File: config.mk
export PLATFORM = sky130hd
export DESIGN_NAME = ps2_kbd_joy
export DESIGN_NICKNAME = d
export VERILOG_FILES = /design/src/rtl/ps2_pkg.sv /design/src/rtl/ps2_rx.sv /design/src/rtl/ps2_kbd_joy.sv
export SDC_FILE = /design/constraint.sdc
export NUM_CORES = 1
export LEC_CHECK = 0
export CAP_MARGIN = 10
export CORE_ASPECT_RATIO = 1.2
export CORE_UTILIZATION = 28
export CTS_CLUSTER_DIAMETER = 200
export CTS_CLUSTER_SIZE = 8
export DETAILED_ROUTE_END_ITERATION = 7
export HOLD_SLACK_MARGIN = 0.06
export PLACE_DENSITY_LB_ADDON = 0.2
export RECOVER_POWER = 25
export SETUP_SLACK_MARGIN = 0.3
export SLEW_MARGIN = 25
export SYNTH_ARGS = -nofsm -noshare
export SYNTH_HDL_FRONTEND = slang
export SYNTH_HIERARCHICAL = 1
export SYNTH_SLANG_ARGS = --single-unit
File: constraint.sdc
create_clock -name clk -period 3 [get_ports clk]
set_clock_uncertainty 0.2 [all_clocks]
set_input_delay 0.3 -clock clk [delete_from_list [all_inputs] [get_ports clk]]
set_output_delay 0.3 -clock clk [all_outputs]
set_load 0.05 [all_outputs]
File: src/rtl/ps2_pkg.sv
// Shared constants for the PS/2 keyboard front end: prefix codes, key map,
// joystick bit positions and the receiver frame state encoding.
package ps2_pkg;

    localparam logic [7:0] SC_EXT   = 8'hE0;
    localparam logic [7:0] SC_REL   = 8'hF0;

    localparam logic [7:0] SC_SPACE = 8'h29;
    localparam logic [7:0] SC_1     = 8'h16;
    localparam logic [7:0] SC_2     = 8'h1E;
    localparam logic [7:0] SC_5     = 8'h2E;
    localparam logic [7:0] SC_UP    = 8'h75;
    localparam logic [7:0] SC_DOWN  = 8'h72;
    localparam logic [7:0] SC_LEFT  = 8'h6B;
    localparam logic [7:0] SC_RIGHT = 8'h74;
    localparam logic [7:0] SC_ALT   = 8'h11;
    localparam logic [7:0] SC_F2    = 8'h06;

    localparam int JOY_FIRE    = 0;
    localparam int JOY_START1  = 1;
    localparam int JOY_START2  = 2;
    localparam int JOY_COIN    = 3;
    localparam int JOY_UP      = 4;
    localparam int JOY_DOWN    = 5;
    localparam int JOY_LEFT    = 6;
    localparam int JOY_RIGHT   = 7;
    localparam int JOY_BOMB    = 8;
    localparam int JOY_SERVICE = 9;

    typedef enum logic [1:0] {IDLE, DATA, PARITY, STOP} rx_state_t;

endpackage

File: src/rtl/ps2_rx.sv
// PS/2 frame receiver: input synchronizers, clock glitch filter, frame FSM and
// mid-frame timeout. Define PS2_PARITY_CHECK_EN to reject frames with bad odd parity.
module ps2_rx
    import ps2_pkg::*;
#(
    parameter int FILTER_LEN  = 8,
    parameter int TIMEOUT_CYC = 25000
) (
    input  logic       clk,
    input  logic       reset,
    input  logic       ps2_clk,
    input  logic       ps2_data,
    output logic [7:0] rx_byte,
    output logic       rx_valid
);

    localparam int FCW = $clog2(FILTER_LEN + 1);

    logic           clk_s1, clk_s2, dat_s1, dat_s2;
    logic           filt, filt_prev;
    logic [FCW-1:0] fcnt;
    logic           fall;
    rx_state_t      state;
    logic [2:0]     bit_cnt;
    logic [7:0]     shreg;
    logic           par;
    logic [14:0]    tmo;
    logic           par_ok;

    always_ff @(posedge clk) begin
        clk_s1 <= ps2_clk;
        clk_s2 <= clk_s1;
        dat_s1 <= ps2_data;
        dat_s2 <= dat_s1;
    end

    // Filtered clock only follows the line after FILTER_LEN agreeing samples.
    always_ff @(posedge clk) begin
        if (reset) begin
            filt      <= 1'b1;
            filt_prev <= 1'b1;
            fcnt      <= '0;
        end else begin
            filt_prev <= filt;
            if (clk_s2 == filt) begin
                fcnt <= '0;
            end else if (fcnt == FCW'(FILTER_LEN - 1)) begin
                filt <= clk_s2;
                fcnt <= '0;
            end else begin
                fcnt <= fcnt + 1'b1;
            end
        end
    end

    assign fall = filt_prev & ~filt;

`ifdef PS2_PARITY_CHECK_EN
    assign par_ok = ^{shreg, par};
`else
    logic unused_par;
    assign par_ok     = 1'b1;
    assign unused_par = par;
`endif

    always_ff @(posedge clk) begin
        if (reset) begin
            state <= IDLE;
            tmo   <= '0;
        end else if (state == IDLE) begin
            tmo <= '0;
            if (fall && !dat_s2) begin
                state   <= DATA;
                bit_cnt <= '0;
            end
        end else if (fall) begin
            tmo <= '0;
            if (state == DATA) begin
                shreg   <= {dat_s2, shreg[7:1]};
                bit_cnt <= bit_cnt + 1'b1;
                if (bit_cnt == 3'd7) state <= PARITY;
            end else if (state == PARITY) begin
                par   <= dat_s2;
                state <= STOP;
            end else begin
                state <= IDLE;
            end
        end else if (tmo == 15'(TIMEOUT_CYC - 1)) begin
            state <= IDLE;
            tmo   <= '0;
        end else if (tmo != 15'h7FFF) begin
            tmo <= tmo + 1'b1;
        end
    end

    // Acceptance is flagged on the stop-bit fall itself so the decoder's
    // registered outputs land one clock later.
    assign rx_valid = (state == STOP) && fall && dat_s2 && par_ok;
    assign rx_byte  = shreg;

endmodule

File: src/rtl/ps2_kbd_joy.sv
// PS/2 keyboard to level-held joystick vector with E0/F0 prefix tracking.
// Optional macro PS2_PARITY_CHECK_EN enables odd-parity frame rejection in ps2_rx.
module ps2_kbd_joy
    import ps2_pkg::*;
#(
    parameter int FILTER_LEN  = 8,
    parameter int TIMEOUT_CYC = 25000
) (
    input  logic       clk,
    input  logic       reset,
    input  logic       ps2_kbd_clk,
    input  logic       ps2_kbd_data,
    output logic [9:0] joystick,
    output logic       key_strobe,
    output logic [7:0] key_code,
    output logic       key_ext,
    output logic       key_release
);

    logic [7:0] rx_byte;
    logic       rx_valid;
    logic       ext, rel;

    ps2_rx #(
        .FILTER_LEN  (FILTER_LEN),
        .TIMEOUT_CYC (TIMEOUT_CYC)
    ) u_rx (
        .clk      (clk),
        .reset    (reset),
        .ps2_clk  (ps2_kbd_clk),
        .ps2_data (ps2_kbd_data),
        .rx_byte  (rx_byte),
        .rx_valid (rx_valid)
    );

    // Keypad keys share codes with the E0 arrows, so arrows ignore ext.
    function automatic logic [9:0] key_mask(input logic [7:0] code, input logic is_ext);
        logic [9:0] m;
        m = '0;
        case (code)
            SC_SPACE: m[JOY_FIRE]    = 1'b1;
            SC_1:     m[JOY_START1]  = 1'b1;
            SC_2:     m[JOY_START2]  = 1'b1;
            SC_5:     m[JOY_COIN]    = 1'b1;
            SC_UP:    m[JOY_UP]      = 1'b1;
            SC_DOWN:  m[JOY_DOWN]    = 1'b1;
            SC_LEFT:  m[JOY_LEFT]    = 1'b1;
            SC_RIGHT: m[JOY_RIGHT]   = 1'b1;
            SC_ALT:   m[JOY_BOMB]    = 1'b1;
            SC_F2:    m[JOY_SERVICE] = ~is_ext;
            default:  m = '0;
        endcase
        return m;
    endfunction

    always_ff @(posedge clk) begin
        if (reset) begin
            joystick    <= '0;
            key_strobe  <= 1'b0;
            key_code    <= '0;
            key_ext     <= 1'b0;
            key_release <= 1'b0;
            ext         <= 1'b0;
            rel         <= 1'b0;
        end else begin
            key_strobe <= 1'b0;
            if (rx_valid) begin
                if (rx_byte == SC_EXT) begin
                    ext <= 1'b1;
                end else if (rx_byte == SC_REL) begin
                    rel <= 1'b1;
                end else begin
                    key_strobe  <= 1'b1;
                    key_code    <= rx_byte;
                    key_ext     <= ext;
                    key_release <= rel;
                    ext         <= 1'b0;
                    rel         <= 1'b0;
                    if (rel) joystick <= joystick & ~key_mask(rx_byte, ext);
                    else     joystick <= joystick |  key_mask(rx_byte, ext);
                end
            end
        end
    end

endmodule

==> Yosys cells after proc, flatten, opt, wreduce, memory -nomap -nowiden <==
Cells that the tools add are included.
{ "word_totals": {"elab_cells": 200, "reg_bits": 61, "in_bits": 4, "out_inout_bits": 21} }
{ "op_classes": {"bitwise": 12, "n_reduce_logical": 18, "addsub": 3, "eq_ne": 23, "n_mux": 126} }
{ "op_table": {"columns": ["op", "n"], "rows": [
  ["$mux 1", 114],
  ["$eq 8x7->1 const B", 4],
  ["$eq 8x5->1 const B", 3],
  ["$eq 8x6->1 const B", 2],
  ["$eq 8x8->1 const B", 2],
  ["$add 15x1->15 const B", 1],
  ["$eq 15x15->1 const B", 1],
  ["$ne 15x15->1 const B", 1],
  ["$mux 2", 7],
  ["$mux 3", 4],
  ["$and 10x10->10", 1],
  ["$mux 10", 1],
  ["$not 10->10", 1],
  ["$or 10x10->10", 1],
  ["$eq 8x3->1 const B", 1],
  ["$not 1->1", 8],
  ["$reduce_and 4->1", 2],
  ["$reduce_and 2->1", 3],
  ["$reduce_and 3->1", 2],
  ["$reduce_or 3->1", 2],
  ["$add 4x1->4 const B", 1],
  ["$eq 2x2->1 const B", 2],
  ["$eq 4x3->1 const B", 1],
  ["$ne 2x2->1 const B", 2],
  ["other kinds (12)", 15]
]} }

==> Depth between registers and ports, before layout <==
{ "depth": {"word_depth": 10, "ltp_mapped": 7, "depth_no_buf": 6} }

==> Hierarchy <==
Netlist, hierarchy kept.
{ "by_module_without_submodules": {"columns": ["mod", "area_per_inst_um2", "n_inst", "seq_area_each_um2", "cells_each"], "rows": [
  ["ps2_rx", 1650.3, 1, 870.8, 156],
  ["ps2_kbd_joy", 1081.0, 1, 460.4, 113]
]} }

==> Worst setup path after synthesis <==
No wires, ideal clock.
{ "synth_timing": {"path_kind": "register to register", "start": "reg u_rx.state[0]", "end": "reg u_rx.bit_cnt[0], enable pin", "t_required_ns": 2.417, "synth_period_minus_slack_ns": 2.064, "slack_ns": 0.936, "path_stages_with_launch": 5, "setup_time_ns": 0.383, "arrival_time_ns": 1.481, "n_path_buf": 1, "path_cell_list": "dfxtp_1 -> inv_1 -> ha_1 -> clkbuf_1 -> a2111oi_0"} }
{ "synth_between": {"elab_chain_cells": 3, "elab_cells_between_ends": 6, "cone_classes": "2 x eq/ne; 4 x reduce/logical"} }
{ "synth_lines": {"columns": ["item", "line_no", "rtl"], "rows": [
  ["from (decl)", "ps2_rx.sv:23", "rx_state_t state;"],
  ["from (signal assigned)", "ps2_rx.sv:68", "state <= IDLE;"],
  ["from (signal assigned)", "ps2_rx.sv:73", "state <= DATA;"],
  ["from (signal assigned)", "ps2_rx.sv:81", "if (bit_cnt == 3'd7) state <= PARITY;"],
  ["$logic_not 2->1 / $eq 2x1->1 (equally long branches)", "ps2_rx.sv:70, ps2_rx.sv:78", null],
  ["$ne 2x2->1 (no source line) / $reduce_bool 2->1 (equally long branches)", null, null],
  ["$reduce_and 4->1 (no source line) *", null, null],
  ["to (signal assigned)", "ps2_rx.sv:80", "bit_cnt <= bit_cnt + 1'b1;"],
  ["to (decl)", "ps2_rx.sv:24", "logic [2:0] bit_cnt;"]
]} }
Every way passes the cells marked *; elsewhere a longest branch is shown, timed or not.
A chain may end at the register's enable or synchronous reset.

==> summary.md <==
| Metric | Value |
|---|---|
| Placed Cells | `between 400 and 500` |
| RSZ-0062 raised after global routing | `false` |
| Routability congestion estimate | `0.7491` |
| Initial antenna violation count | `0` |
| Final setup viols | `0` |
| Post-DR vias/cell | `5.054` |
| Worst-margin pin slew | `913.0 ps` |
| Critical-path cell list | `dlygate4sd3_1, clkbuf_1, inv_1, o311ai_0, o41ai_1` |
| EDFF count, synth | `11` |
| Crit-path max cell delay | `700 ps` |
| Most common cell after layout, fill and taps aside | `dfxtp_1` |
| Die Span Y | `approximately 110 um` |
| GR peak layer | `met2` |
| CTS tree | `built` |
| Total Wirelength | `5.667 mm` |
| Synth cell types | `55` |
| Leakage Power | `1.179 nW` |
| First-pass GRT wire length | `~9.5 mm` |
| Cells after Synth | `between 200 and 300` |
| Post-layout util | `0.3590` |
| Worst-path maximum fanout | `21` |
| Finished Layout Cells | `about 430` |
| DIE WIDTH | `92.16 um` |
| Clk pin slew, worst setup/hold paths | `50 ps` |
| Fill cells | `~1000` |
| Initial DRC Count | `62` |
| Hold violation count in the final report | `0` |
| Area growth, synth to finish | `25.06%` |
| Max_slew headroom | `0.3913` |
| CTS Buf Count | `9` |
| Net count after synthesis | `281` |
| Layout cells sized above 1 | `0.09901` |
| # diodes | `0` |
| # H-tree levels | `3` |
| IO Pins | `25` |
| Slew Limit Fails | `0` |
| Ys Warns | `6` |
| GR Overflow Total | `0` |
| Setup bufs post-CTS | `0` |
| Core area | `9515 sq um` |
| Achievable Freq | `roughly 410 MHz` |
| Worst Setup Start Kind | `primary input` |
| Sequential area share after synthesis | `0.4874` |
| Layout Nets | `between 300 and 400` |
| 1st-pass router iterations | `5` |
| Pwr dens | `609.3 nW/um^2` |
| Sum Neg Setup Slack | `0 ps` |
| Via count | `2153` |
| Vias in the first global route | `1997` |
| GRT Total Usage | `0.1213` |
| IO Port Bufs | `24` |
| Ys async rst share | `0` |
| CTS resizes | `0` |
| Clock root buffer | `clkbuf_16` |
| Met2 usage | `0.2132` |
| Total of max-cap violations | `0` |
| Buffer depth of the longest clock path | `2` |
| Min Clock Period, post-route | `between 2000 and 2500 ps` |
| VDD IR max | `around 0.34 mV` |
| CP Capture Type | `flip-flop` |
| Main synth FF type | `dfxtp_1` |
| CP arrival | `2410 ps` |
| Grt met3 use | `0.02332` |
| Largest net degree at the start of global routing | `22` |
| # DRC | `0` |
| Required @ worst endpoint | `between 2000 and 3000 ps` |
| Initial Util | `0.2870` |
| Commonest non-fill, non-tap cells in the layout | `50 x dfxtp_1, 21 x clkdlybuf4s50_1, 18 x nand2_1` |
| Worst hold path class | `flip-flop to flip-flop` |
| Avg WL per Cell | `13.30 um` |
| Rows | `39` |
| Synthesized area per cell | `slightly above 10 sq um` |
| CP max-delay cell | `clkbuf_1` |
| M1 GR Usage | `0.1407` |
| Hold_buf cts | `0` |
| CP bufs+invs | `3` |
| Top delay family on crit path | `buffers and inverters` |
| Skew-Pair Late Insertion Delay | `320 ps` |
| Hpwl dp | `4.080 mm` |
| Final period utilization | `0.8080` |
| Total power | `2.081 mW` |
| Status | `finished, final reports clean` |
| CTS sink cnt | `just over 60` |
| Critical Setup Path Class | `primary input to flip-flop` |
| Post-DRT Antenna Nets | `0` |
| Synthesized area | `~2700 sq um` |
| Die area | `10160 sq um` |
| Synth Register Bits | `roughly 60` |
worst register-to-register path: stages, from the launching register on:
cell	delay, ps
dfxtp_1	350
nor2b_1	260
and3_1	380
nor3b_1	610
nand4_1	220
mux2i_1	160
final cells by class:
| type | instances | area (sq um) | share of cell area |
|---|---|---|---|
| tap | 123 | 153.9 | 0.04506 |
| timing repair buffer | 29 | 274.0 | 0.08022 |
| clock inverter | 5 | 75.07 | 0.02198 |
| clock buffer | 11 | 242.7 | 0.07106 |
| sequential | 61 | 1331 | 0.3897 |
| multi-input combinational | 187 | 1301 | 0.3810 |
| inverter | 10 | 37.54 | 0.01099 |
per-stage QoR:
step | area [sq um] | setup slack [ps] | hold WS (ps)
after CTS | 3420 | 730.0 | 131.9
after global placement | 3102 | 796.0 | 115.0
after floorplan | 2731 | 935.7 | 109.6
after detailed placement | 3102 | 739.4 | 120.5
after global routing | 3416 | 311.4 | 135.3
final | 3416 | 575.9 | 128.2
synth_stat cells, drive strengths merged, types with 3 or more instances:
cell | n | area share
dfxtp | 50 | 0.37
nand2 | 18 | 0.025
nor2 | 17 | 0.023
nor3 | 17 | 0.031
mux2i | 14 | 0.051
a21oi | 13 | 0.024
nand4 | 12 | 0.033
edfxtp | 11 | 0.12
a31oi | 10 | 0.025
inv | 10 | 0.014
ha | 8 | 0.037
and4 | 7 | 0.022
nor2b | 7 | 0.016
buf | 6 | 0.015
clkbuf | 5 | 0.0073
nand3 | 5 | 0.0092
nor4b | 4 | 0.018
or2 | 4 | 0.0092
and4b | 3 | 0.011
o21ai | 3 | 0.0055
o311ai | 3 | 0.0096
o31ai | 3 | 0.0082
or3 | 3 | 0.0069
or4 | 3 | 0.0082
xor2 | 3 | 0.0096
layer usage:
layer | wire, um | vias to the layer above
met5 | 0 | -
met4 | 120 | 0
met3 | 217 | 12
met2 | 2766 | 42
met1 | 2562 | 1018
li1 | - | 1081
final timing paths:
| kind | slack (ps) | cells after the start | to | start |
|---|---|---|---|---|
| max reg2reg | 710 | 5 | flip-flop | u_rx/filt |
| max | 580 | 5 | flip-flop | reset |
| min reg2reg | 130 | 0 | u_rx/clk_s2 | u_rx/clk_s1 |
| min | 130 | 0 | u_rx/clk_s2 | u_rx/clk_s1 |
cell families (layout without fill, tap and decap cells):
| family | count (synthesis) | in the layout | share of synthesized area |
|---|---|---|---|
| and+or+nand+nor | 116 | 116 | 0.2620 |
| DFF | 61 | 61 | 0.4874 |
| AOI/OAI and AO/OA | 44 | 44 | 0.1104 |
| buffers and inverters | 21 | 55 | 0.03618 |
| muxes | 14 | 14 | 0.05130 |
| adders and majority gates | 8 | 8 | 0.03665 |
| xor gates and xnor gates | 5 | 5 | 0.01604 |
where the power goes:
part | total, mW | internal (mW) | leakage (nW) | switching, mW
logic | 0.127 | 0.0469 | 0.515 | 0.0800
clock network | 1.09 | 0.744 | 0.159 | 0.343
registers | 0.867 | 0.852 | 0.504 | 0.0150
(Power assumes the default switching activity.)
